`src/rtl/mem_arbiter_pkg.sv`:
```
// Shared CPU definitions: arbiter FSM states, bus owner and access size encodings.
package mem_arbiter_pkg;

   localparam int unsigned SIZE_W = 2;

   typedef enum logic [1:0] {
      ST_IDLE = 2'd0,
      ST_ADDR = 2'd1,
      ST_DATA = 2'd2
   } arb_state_e;

   typedef enum logic {
      OWNER_INST = 1'b0,
      OWNER_DATA = 1'b1
   } owner_e;

   typedef enum logic [SIZE_W-1:0] {
      SIZE_BYTE = 2'd0,
      SIZE_HALF = 2'd1,
      SIZE_WORD = 2'd2
   } size_e;

endpackage

```
`src/rtl/flopenrc.sv`:
```
// Enable/clear flop: async active-high reset, synchronous clear, load on enable.
module flopenrc #(
   parameter int unsigned WIDTH = 8
) (
   input  logic             clk,
   input  logic             reset,
   input  logic             en,
   input  logic             clear,
   input  logic [WIDTH-1:0] d,
   output logic [WIDTH-1:0] q
);

   // Storage with clear taking precedence over enable
   always_ff @(posedge clk or posedge reset) begin
      if (reset)      q <= '0;
      else if (clear) q <= '0;
      else if (en)    q <= d;
   end

endmodule

```
`src/rtl/mem_arbiter.sv`:
```
// Two-master (fetch/load-store) arbiter onto a single-outstanding SRAM-like bus.
module mem_arbiter
   import mem_arbiter_pkg::*;
#(
   parameter int unsigned ADDR_W = 32,
   parameter int unsigned DATA_W = 32
) (
   input  logic              clk,
   input  logic              rst,
   // fetch port
   input  logic              inst_req,
   input  logic [ADDR_W-1:0] inst_addr,
   output logic              inst_addr_ok,
   output logic              inst_data_ok,
   output logic [DATA_W-1:0] inst_rdata,
   // load/store port
   input  logic              data_req,
   input  logic              data_wr,
   input  logic [SIZE_W-1:0] data_size,
   input  logic [ADDR_W-1:0] data_addr,
   input  logic [DATA_W-1:0] data_wdata,
   output logic              data_addr_ok,
   output logic              data_data_ok,
   output logic [DATA_W-1:0] data_rdata,
   // bus side
   output logic              bus_req,
   output logic              bus_wr,
   output logic [SIZE_W-1:0] bus_size,
   output logic [ADDR_W-1:0] bus_addr,
   output logic [DATA_W-1:0] bus_wdata,
   input  logic              bus_addr_ok,
   input  logic              bus_data_ok,
   input  logic [DATA_W-1:0] bus_rdata,
   output logic              busy
);

   localparam int unsigned CAP_W = 1 + 1 + SIZE_W + ADDR_W + DATA_W;

   arb_state_e        state_q;
   logic              grant_data;
   logic              grant_inst;
   logic              grant;
   logic [CAP_W-1:0]  cap_d;
   logic [CAP_W-1:0]  cap_q;
   owner_e            owner_q;
   logic              done;

   // Arbitration: load/store has fixed priority, only sampled in IDLE
   assign grant_data = (state_q == ST_IDLE) && data_req;
   assign grant_inst = (state_q == ST_IDLE) && !data_req && inst_req;
   assign grant      = grant_data || grant_inst;

   // Fetches are always word reads
   assign cap_d = grant_data ? {OWNER_DATA, data_wr, data_size, data_addr, data_wdata}
                             : {OWNER_INST, 1'b0, SIZE_WORD, inst_addr, {DATA_W{1'b0}}};

   flopenrc #(.WIDTH(CAP_W)) u_cap (
      .clk   (clk),
      .reset (rst),
      .en    (grant),
      .clear (1'b0),
      .d     (cap_d),
      .q     (cap_q)
   );

   assign owner_q = owner_e'(cap_q[CAP_W-1]);
   assign {bus_wr, bus_size, bus_addr, bus_wdata} = cap_q[CAP_W-2:0];

   // Transaction completes on data_ok in DATA, or on a combined handshake in ADDR
   assign done = ((state_q == ST_DATA) && bus_data_ok) ||
                 ((state_q == ST_ADDR) && bus_addr_ok && bus_data_ok);

   // Arbiter FSM: IDLE -> ADDR -> DATA -> IDLE, ADDR may skip DATA
   always_ff @(posedge clk or posedge rst) begin
      if (rst) begin
         state_q <= ST_IDLE;
      end else begin
         case (state_q)
            ST_IDLE: if (grant)       state_q <= ST_ADDR;
            ST_ADDR: if (bus_addr_ok) state_q <= bus_data_ok ? ST_IDLE : ST_DATA;
            ST_DATA: if (bus_data_ok) state_q <= ST_IDLE;
            default:                  state_q <= ST_IDLE;
         endcase
      end
   end

   assign bus_req      = (state_q == ST_ADDR);
   assign busy         = (state_q != ST_IDLE);

   assign inst_addr_ok = grant_inst;
   assign data_addr_ok = grant_data;
   assign inst_data_ok = done && (owner_q == OWNER_INST);
   assign data_data_ok = done && (owner_q == OWNER_DATA);

   assign inst_rdata   = bus_rdata;
   assign data_rdata   = bus_rdata;

endmodule

```
`config.mk`:
```
export PLATFORM = sky130hd
export DESIGN_NAME = mem_arbiter
export DESIGN_NICKNAME = d
export VERILOG_FILES = /design/src/rtl/mem_arbiter_pkg.sv /design/src/rtl/flopenrc.sv /design/src/rtl/mem_arbiter.sv
export SDC_FILE = /design/constraint.sdc
export NUM_CORES = 1
export LEC_CHECK = 0
export ABC_AREA = 1
export BUFFER_PORTS_ARGS = -buffer_cell sky130_fd_sc_hd__buf_4
export CAP_MARGIN = 10
export CORE_AREA = 4 4 105 107
export CTS_CLUSTER_SIZE = 28
export DETAILED_ROUTE_END_ITERATION = 16
export DIE_AREA = 0 0 109 111
export PLACE_DENSITY_LB_ADDON = 0.25
export SLEW_MARGIN = 20
export SYNTH_ARGS = -nofsm -noshare
export SYNTH_HDL_FRONTEND = slang
export SYNTH_SLANG_ARGS = --single-unit
```
`constraint.sdc`:
```
create_clock -name clk -period 5.25 [get_ports clk]
set_input_delay 1.05 -clock clk [delete_from_list [all_inputs] [get_ports clk]]
set_output_delay 1.05 -clock clk [all_outputs]
set_load 0.02 [all_outputs]
```
# Word-level counts from Yosys, hierarchy flattened
# Cells that the tools add are included.
dict set report classes {
  n_eq_ne 5
  bitwise 1
  n_reduce_logical 14
  mux 6
}
# operator count
set op_table {}
lappend op_table {{$mux W68} 1}
lappend op_table {{$logic_and A1 B1 Y1} 8}
lappend op_table {{$mux W2} 4}
lappend op_table {{$pmux W2 S3} 1}
lappend op_table {{$ne A2 B2 Y1 const B} 2}
lappend op_table {{$reduce_and A3 Y1} 1}
lappend op_table {{$eq A2 B1 Y1 const B} 1}
lappend op_table {{$eq A2 B2 Y1 const B} 1}
lappend op_table {{$logic_not A2 Y1} 1}
lappend op_table {{$logic_or A1 B1 Y1} 2}
lappend op_table {{$ne A2 B1 Y1 const B} 1}
lappend op_table {{$reduce_bool A2 Y1} 1}
lappend op_table {{$logic_not A1 Y1} 1}
lappend op_table {{$not A1 Y1} 1}
dict set report totals {
  output_inout_bits 137
  elab_cells 28
  reg_bits 70
}

# Depth between registers and ports, before layout
dict set report logic_depth {
  ltp_word 6
  depth_mapped 6
  ltp_nobuf 5
}

# Hierarchy
# From an unflattened synthesis, not the netlist that was laid out.
dict set report hier_totals {
  hier_cells 563
  area_unflattened_um2 4149.0
}
# mod area_each_um2 instances seq_area_each_um2 cells_each
set modules_own_cells {}
lappend modules_own_cells {flopenrc 2693.8 1 1701.6 297}
lappend modules_own_cells {mem_arbiter 1455.1 1 50.0 266}

# Worst setup path before layout
# Ideal clock, no wire load.
dict set report synth_timing {
  kind {in2out}
  from {input port data_req}
  to {output port inst_addr_ok}
  t_arrival_ns 1.926
  path_slack_ns 2.274
  path_stages 3
  path_buffers 2
  path_cell_list {buf_2 -> clkbuf_1 -> nor3_1}
}
dict set report synth_between {
  elab_chain_cells 3
}
# element line
set synth_lines {}
lappend synth_lines {{start, declared} mem_arbiter.sv:17} ;# input logic data_req,
lappend synth_lines {{$logic_not A1 Y1} mem_arbiter.sv:50} ;# assign grant_inst = (state_q == ST_IDLE) && !data_req && inst_req;
lappend synth_lines {{$logic_and A1 B1 Y1 (2 in series)} mem_arbiter.sv:50}
lappend synth_lines {{end, declared} mem_arbiter.sv:13} ;# output logic inst_addr_ok,
# No other way between the ends.

# Final worst setup path
dict set report layout_timing {
  from {register state_q[0]}
  to {output port data_addr_ok}
}
dict set report layout_between {
  elab_chain_cells 2
}
# element line
set layout_lines {}
lappend layout_lines {{start, declared} mem_arbiter.sv:39} ;# arb_state_e state_q;
lappend layout_lines {{start signal, assigned} mem_arbiter.sv:80} ;# ST_ADDR: if (bus_addr_ok) state_q <= bus_data_ok ? ST_IDLE : ST_DATA;
lappend layout_lines {{$logic_not A2 Y1} mem_arbiter.sv:49} ;# assign grant_data = (state_q == ST_IDLE) && data_req;
lappend layout_lines {{$logic_and A1 B1 Y1} mem_arbiter.sv:49}
lappend layout_lines {{end, declared} mem_arbiter.sv:22} ;# output logic data_addr_ok,
# No other way between the ends.

==> metrics.md <==
| Metric | Value |
|---|---|
| Syn avg cell area | 7.79 um2 |
| Clock power frac | 0.158 |
| Cts bufs inserted | 9 |
| Layout cells sized above 1 | 0.343 |
| Vias post-DR | 3275 |
| Arr. time, crit path | 2.68 ns |
| Largest net degree at the start of global routing | 51 |
| IO Pins | 274 |
| RSZ-0062 raised after global routing | false |
| Yosys top cell area share | 0.411 |
| Initial Utilization | 0.420 |
| Clock Latency Late Sink | 0.35 ns |
| Vias per cell | 4.50 |
| Core ar. | 10100 um2 |
| Startpoint Class | register |
| # setup viols final | 0 |
| Postcts setup bufs | 0 |
| Number of cell rows | 37 |
| Final min period | 3.73 ns |
| Compound-Gate Fraction of Synth Area | 0.00734 |
| PwrDens | 583 nW/um2 |
| Placed Cells | 711 |
| DP HPWL | 7600 um |
| First-pass GRT wire length | 15800 um |
| Slew Viols, Final | 0 |
| Count of warnings emitted by yosys | 0 |
| Post-Syn Area | 4260 um2 |
| Area taken by multi-input logic gates | 1250 um2 |
| Post-synthesis xor/xnor area fraction | 0 |
| Routed Antenna Nets | 0 |
| Tightest Hold Check Type | reg -> reg |
| Post-synthesis mux area share | 0 |
| Worst rel slew slack | 0.536 |
| Initial antenna violation count | 0 |
| Die Width | 109 um |
| Comb power frac | 0.514 |
| GRT Resource Usage Total | 0.165 |
| Total wire length | 10300 um |
| Setup_tns | 0 ns |
| Fillcell total | 1010 |
| Hold Buf Count CTS | 0 |
| Yosys top cell by area | dfrtp_1 |
| Worst-margin pin slew | 0.693 ns |
| P_int | 0.00160 W |
| Largest family of logic cells by synthesized area | buffers and inverters |
| DRT iter0 DRCs | 169 |
| Maximum buffer depth of the clock tree | 2 |
| Worst VDD drop | 0.000195 V |
| Clock Pin Slew Worst Setup and Hold Paths | 0.07 ns |
| Total gr overflow | 0 |
| Simple-gate share of the synthesized area | 0.286 |
| Clk sink count | 70 |
| Post-CTS Resized | 0 |
| Placer Congestion | 0.762 |
| Final Instance Count excl. Fillers | 727 |
| Number of max-cap violations | 0 |
| Syn Inst Count | 547 |
| Post-Syn Nets | 684 |
| Distinct cell type count after synthesis | 17 |
| Leakage | 2.84 nW |
| Synth Area in Adders | 0 |
| Seq pwr share | 0.328 |
| Post-layout instance area | 4900 um2 |
| Root Buffer | clkbuf_8 |
| FMAX | 268 MHz |
| DR DRC count | 0 |
| Critical path class | reg -> out |
| Status | finished clean |
| 1st-pass router iterations | 4 |
| P_sw | 0.00126 W |
| CP Capture Type | primary output |
| Post-place instance area | 4690 um2 |
| Switching share of power | 0.441 |
| Nets | 723 |
| Period utilization | 0.710 |
| Fin. Hold Viols | 0 |
| Wirelength per Cell | 14.2 um |
| CP Max Fanout | 36 |
| Sequential share of the synthesized area | 0.411 |
| I/O Buffers | 177 |
| CTS tree | built |
| Antenna fix cells | 0 |
| CP required | 4.20 ns |
| Area grow syn2layout | 15.0% |
| Die Span Y | 111 um |
| Register area | 1750 um2 |
| Vias in the first global route | 3162 |
| Fin Clk Skew | 0.0108 ns |
| Yosys reg bits | 70 |
| H-tree levels | 3 |
| DIE AREA | 12100 um2 |
| Area contributors post-synth | dfrtp_1 41%, buf_4 24%, nand2_1 18% |
[cell families after synthesis]
group                  Yosys count
and+or+nand+nor                277
buffers and inverters          196
DFF                             70
AOI/OAI and AO/OA                4
[final cells by class]
type,count,share of cell area
flip-flops and latches,70,0.358
repair buffers,181,0.277
clock inverters,5,0.0115
well taps,136,0.0347
clock buffers,11,0.0309
inverters,43,0.0329
multi-input cells,281,0.255
[cells in the final DEF (no fill, tap or decap)]
cell          n
dfrtp_1      70
inv_2         3
nor3_1        1
o21ai_0       2
nor2_1        6
clkinvlp_4    1
nor2_4        1
o21ai_4       1
nand2_1     200
nand3_1      34
clkinv_2      2
inv_6         1
clkbuf_8     11
bufinv_16     1
buf_4       181
nand3b_1     32
nand2_2       1
inv_1        40
a21oi_1       1
nand4_1       2
[path summary, 6_finish.rpt]
check                            start            to  slack (ns)  cells after the start
setup / recovery            state_q[0]  data_addr_ok        1.52                      5
hold / removal             u_cap.q[35]   u_cap.q[35]        0.48                      2
setup reg to reg            state_q[0]   u_cap.q[13]        2.90                      6
hold reg to reg            u_cap.q[35]   u_cap.q[35]        0.48                      2
max in group asynchronous          rst   u_cap.q[36]        3.52                      3
min in group asynchronous          rst   u_cap.q[29]        0.71                      2
[cells in the mapped netlist]
library cell and number:
a21oi_1 1, nor2_4 1, nand3b_1 32, nand4_1 2, buf_4 136, nand3_1 34, dfrtp_1 70, nand2_1 200
clkbuf_1 6, nor2_1 6, o21ai_4 1, inv_1 41, nor3_1 1, nand2_2 1, inv_2 2, buf_2 11
o21ai_0 2
[per-layer routing]
layer,track usage,wire [um]
met4,0.0648,139
met2,0.261,4860
met1,0.211,4320
met5,0,0
met3,0.0489,984
[flip-flops by register name, summed over array words and instances, names as in the netlist]
register  count
u_cap.q      68
state_q       2
[metrics by stage]
stage | setup slack (ns) | power [W] | hold slack [ns] | util
floorplan | 2.27 | 0.00223 | 0.450 | -
global placement | 1.77 | 0.00242 | 0.463 | 0.463
detailed placement | 1.74 | 0.00244 | 0.466 | 0.463
CTS | 1.47 | 0.00291 | 0.486 | 0.483
global route | 1.28 | 0.00308 | 0.495 | 0.483
finish | 1.52 | 0.00286 | 0.482 | 0.483
[power groups by stage]
stage / logic [W] / registers, W / clock network [W]
2_1_floorplan: 0.00132 / 0.000906 / 0
3_3_place_gp: 0.00148 / 0.000940 / 0
3_5_place_dp: 0.00150 / 0.000943 / 0
4_1_cts: 0.00150 / 0.000939 / 0.000470
5_1_grt: 0.00162 / 0.000971 / 0.000489
6_report: 0.00147 / 0.000936 / 0.000453
[critical path: stages, from the launching register on]
cell and delay [ns]:
dfrtp_1 0.45, nor2_4 0.10, buf_4 0.35, nand2_2 0.50
inv_2 0.63, buf_4 0.25
(Power assumes the default switching activity.)
